**src/rtl/fir_mac_sequencer.sv**
```systemverilog
// fir_mac_sequencer: runs one external MAC as an NTAPS-tap FIR over a sample delay line.
// Latency: y_valid NTAPS+3 cycles after the accept edge; throughput 1 sample / NTAPS+4 cycles.
// Backpressure: s_ready only in IDLE, so a held s_valid waits until the previous sample is done.
//
// Ports:
//   clk, clr                 clock, async active-high reset
//   coef_we/addr/wdata       coefficient bank write (ignored while busy)
//   s_valid/s_ready/s_data   sample input handshake
//   mac_a/mac_b/mac_en/mac_clr  operands and controls to the shared MAC
//   mac_result               accumulated MAC result
//   y_valid/y_data           one-cycle output strobe, y_data held between strobes
//   busy                     a sample is in process
module fir_mac_sequencer #(
  parameter int NTAPS = 8,
  parameter int A_W   = 25,
  parameter int B_W   = 10,
  localparam int TW   = $clog2(NTAPS)
) (
  input  logic           clk,
  input  logic           clr,
  input  logic           coef_we,
  input  logic [TW-1:0]  coef_addr,
  input  logic [B_W-1:0] coef_wdata,
  input  logic           s_valid,
  output logic           s_ready,
  input  logic [A_W-1:0] s_data,
  output logic [A_W-1:0] mac_a,
  output logic [B_W-1:0] mac_b,
  output logic           mac_en,
  output logic           mac_clr,
  input  logic [24:0]    mac_result,
  output logic           y_valid,
  output logic [24:0]    y_data,
  output logic           busy
);

  typedef enum logic [2:0] {IDLE, CLEAR, RUN, DRAIN, DONE} state_t;

  state_t         state, state_nx;
  logic [TW-1:0]  tap, tap_nx;
  logic [A_W-1:0] x [NTAPS];
  logic [B_W-1:0] c [NTAPS];
  logic           accept;
  logic           last_tap;

  assign accept   = s_valid && s_ready;
  assign last_tap = (tap == TW'(NTAPS - 1));

  always_ff @(posedge clk or posedge clr) begin
    if (clr) begin
      state <= IDLE;
      tap   <= '0;
    end else begin
      state <= state_nx;
      tap   <= tap_nx;
    end
  end

  // Tap counter only advances inside RUN; it is zero in every other state.
  always_comb begin
    state_nx = state;
    tap_nx   = '0;
    case (state)
      IDLE:    if (accept) state_nx = CLEAR;
      CLEAR:   state_nx = RUN;
      RUN: begin
        if (last_tap) state_nx = DRAIN;
        else          tap_nx   = tap + 1'b1;
      end
      DRAIN:   state_nx = DONE;
      DONE:    state_nx = IDLE;
      default: state_nx = IDLE;
    endcase
  end

  // Outputs come from state/tap flops only. clr is the exception: it forces
  // mac_clr so the MAC is cleared on the first edge after reset, and holds
  // s_ready low while the block is in reset.
  always_comb begin
    busy    = (state != IDLE);
    s_ready = (state == IDLE) && !clr;
    y_valid = (state == DONE);
    mac_clr = clr || (state == CLEAR);
    mac_en  = 1'b0;
    mac_a   = '0;
    mac_b   = '0;
    if (state == RUN) begin
      mac_en = 1'b1;
      mac_a  = x[tap];
      mac_b  = c[tap];
    end
  end

  // Delay line shifts on accept; coefficient writes are blocked while busy so
  // one sample always sees a stable coefficient set. A write on the accept
  // edge lands before RUN and is therefore used by that sample.
  always_ff @(posedge clk or posedge clr) begin
    if (clr) begin
      for (int k = 0; k < NTAPS; k++) begin
        x[k] <= '0;
        c[k] <= '0;
      end
    end else begin
      if (accept) begin
        x[0] <= s_data;
        for (int k = 1; k < NTAPS; k++) begin
          x[k] <= x[k-1];
        end
      end
      if (coef_we && !busy) begin
        c[coef_addr] <= coef_wdata;
      end
    end
  end

  // The last product lands in the MAC on the edge entering DRAIN, so
  // mac_result is final throughout DRAIN.
  always_ff @(posedge clk or posedge clr) begin
    if (clr) begin
      y_data <= '0;
    end else if (state == DRAIN) begin
      y_data <= mac_result;
    end
  end

endmodule

```
**config.mk**
```make
export PLATFORM = sky130hd
export DESIGN_NAME = fir_mac_sequencer
export DESIGN_NICKNAME = d
export VERILOG_FILES = /design/src/rtl/fir_mac_sequencer.sv
export SDC_FILE = /design/constraint.sdc
export NUM_CORES = 1
export LEC_CHECK = 0
export ABC_CLOCK_PERIOD_IN_PS = 12300
export BUFFER_PORTS_ARGS = -buffer_cell sky130_fd_sc_hd__buf_2
export CAP_MARGIN = 10
export CORE_UTILIZATION = 60
export CTS_BUF_LIST = sky130_fd_sc_hd__clkbuf_8
export CTS_CLUSTER_SIZE = 10
export DETAILED_ROUTE_END_ITERATION = 16
export PLACE_DENSITY = 0.9
export SYNTH_ARGS = -nofsm -noshare
export SYNTH_HDL_FRONTEND = slang
export SYNTH_SLANG_ARGS = --single-unit
```
**constraint.sdc**
```tcl
create_clock -name clk -period 12.3 [get_ports clk]
set_input_delay 1.845 -clock clk [delete_from_list [all_inputs] [get_ports clk]]
set_output_delay 1.845 -clock clk [all_outputs]
set_load 0.02 [all_outputs]
```
==> flow_summary.ini <==
[logic_synthesis]
yosysTopAreaCellShare_pct = 57.16
ys_seq_elements = 311
synth_most_common_cell = dfrtp_1
yosysWarnings = 0
ys_seq_area_share_pct = 57.16
synth_top_flop_cell = dfrtp_1
postSynthCellCount = 814
async_flop_share_pct = 100.0
synth.largest_area_cell = dfrtp_1
netlist_area_sq_mm = 0.01361
netlist_top_cells_area = dfrtp_1 (57%), mux2_2 (25%), mux4_2 (12%), a22o_1 (2.3%), buf_2 (0.85%)
avgSynthCellArea_sq_um = 16.73
synth_edf_count = 0
synthTopCellsByCount = dfrtp_1 (311), mux2_2 (305), mux4_2 (70), a22o_1 (35), clkbuf_1 (29)
syn-num-nets = 883
ys_types = 26

[power]
power_mw = 4.136
vdd_ir_drop_max_uv = 198.4
powerDensity_mw_per_mm2 = 267.3
power_leakage_nw = 7.163

[clock_tree]
cts_root_buffer = clkbuf_8
cts_sinks = 311
clk_latency_ps = 550
postCtsSetupBuffers = 0
post_cts_resize_count = 0
cts_tree = done
htree_levels = 2
clk_pin_slew_ps = 70
numCtsBuffers = 49
ctsHoldBuffers = 0
clk_path_buf_depth = 3

[critical_path]
rrSetupSlack_ps = 8780
path_depth = 4
r2r-end = x[82]$_DFFE_PP0P_
slowest_delay_ps = 910
worstSetupEndpoint = mac_a[17]
cp_data_required_time_ps = 10450
r2r_cells = 5
startpoint_type = register
cp_max_fo = 37
crit_family = flip-flops
critPathSlowestCell = dfrtp_4
critPathBufInv = 2
arrival_ps = 3240
r2r-start = state[0]$_DFFE_PP0P_
crit_path_end_kind = primary output
startpoint = tap[0]$_DFF_PP0_
criticalPathCategory = reg2out
crit_chain = buf_4 -> mux4_2 -> a22o_1 -> buf_2

[routing]
wire_per_inst_um = 19.72
ant_nets = 0
wl_um = 24900
drt_iter0_drc = 415
dr.pass1.iters = 10
num_vias = 7536
via_per_inst = 5.967
drc = 3

[timing]
final-hold-violation-count = 0
setup_tns_ps = 0
holdWs_ps = 498.0
finClkSkew_ps = 10.62
slew_headroom_pct = 22.57
setup_ws_ps = 7213
drv_slew = 0
tightest_slew_ps = 1159
finalCriticalPeriod_ps = 5087
max_freq_mhz = 196.6
setup_viol = 0
fin_crit_sh_pct = 41.35
rsz0062_at_grt = false

[grt]
grt_usage_pct = 22.54
antenna_found_initial = 0
gr-total-overflow = 0
grt_pass1_wl_um = 42110
first_global_vias = 8217
grt_max_degree = 109

[hold_path]
min-delay-start = y_data[15]$_DFFE_PP0P_
holdCritPathClass = reg2reg

[final_layout]
instances_no_fill = 1263
multi_input_area_sq_mm = 0.005594
fillers = 1426
areaGrowthSynthToFinish_pct = 13.66
nets = 1018
seq_area_sq_mm = 0.007787
drive_gt1_share_pct = 60.63
diodes = 0
final_area_sq_mm = 0.01547
utilization_pct = 70.25

[floorplan]
die_w_um = 152.6
core_sq_mm = 0.02203
initial_core_util_pct = 61.81
row_count = 54
num_io_pins = 132
die_area_sq_mm = 0.02330
die_h_um = 152.6

[placed_design]
io_buffers = 131
place_congestion = 0.6942
place_area_sq_mm = 0.01449
place_inst = 1177
place_hpwl_um = 15040
pre_cts_slack_ps = 7391

[run]
maxCapViolations = 0

[outcome]
outcome = finished with violations
violations = design-rule violations
[flip-flops by register name, indices dropped and copies added, names as in the netlist]
name,cells
state,3
y_data,25
tap,3
c,80
x,200
[worst min path at each step]
stage,end,depth (start not counted)
2_1_floorplan,c[40]$_DFFE_PP0P_,1
3_3_place_gp,x[18]$_DFFE_PP0P_,1
3_5_place_dp,x[1]$_DFFE_PP0P_,1
4_1_cts,y_data[15]$_DFFE_PP0P_,1
5_1_grt,y_data[2]$_DFFE_PP0P_,1
6_report,y_data[15]$_DFFE_PP0P_,1
[where the power goes]
part	internal, mW	switching, mW	leakage [nW]
combinational	0.843	0.568	2.71
sequential	1.52	0.355	3.89
clock	0.470	0.383	0.568
[layout by cell type, fill, tap and decap left out, drive strengths merged, types with 2 or more instances in the layout]
| cell | synthesis | final |
|---|---|---|
| nand2 | 6 | 6 |
| nand4b | 2 | 2 |
| dfrtp | 311 | 311 |
| nor2 | 3 | 3 |
| nor3b | 3 | 3 |
| ha | 2 | 2 |
| mux2 | 305 | 305 |
| clkbuf | 29 | 62 |
| buf | 30 | 143 |
| clkinv | 0 | 3 |
| a22o | 35 | 35 |
| inv | 2 | 20 |
| and2 | 3 | 3 |
| nor4 | 2 | 2 |
| nor4b | 3 | 3 |
| mux4 | 70 | 70 |
[metal layers]
| metal | share of wire (%) | vias to the layer above | GRT usage (%) |
|---|---|---|---|
| li1 | - | 3347 | - |
| met1 | 43 | 3931 | 31.26 |
| met2 | 49 | 212 | 36.65 |
| met3 | 5.6 | 46 | 4.181 |
| met4 | 2.0 | 0 | 6.975 |
| met5 | 0 | - | 0 |
[final cells by class]
cell class	count	area share, %
Clock buffer	62	5.515
Clock inverter	23	0.7763
Inverter	2	0.09703
Multi-Input combinational cell	442	36.15
Sequential cell	311	50.33
Tap cell	280	2.264
Timing Repair Buffer	143	4.868
[cells by family (layout without fill, tap and decap cells)]
family | Yosys count | after routing | share of synthesized area (%)
buffers and inverters | 61 | 230 | 1.948
muxes | 375 | 375 | 36.81
adders and majority gates | 2 | 2 | 0.1838
DFF | 311 | 311 | 57.16
and+or+nand+nor | 29 | 29 | 1.581
AOI/OAI and AO/OA | 35 | 35 | 2.252
xor gates and xnor gates | 1 | 1 | 0.06434
Note: power is estimated with default switching activity, not from simulation.
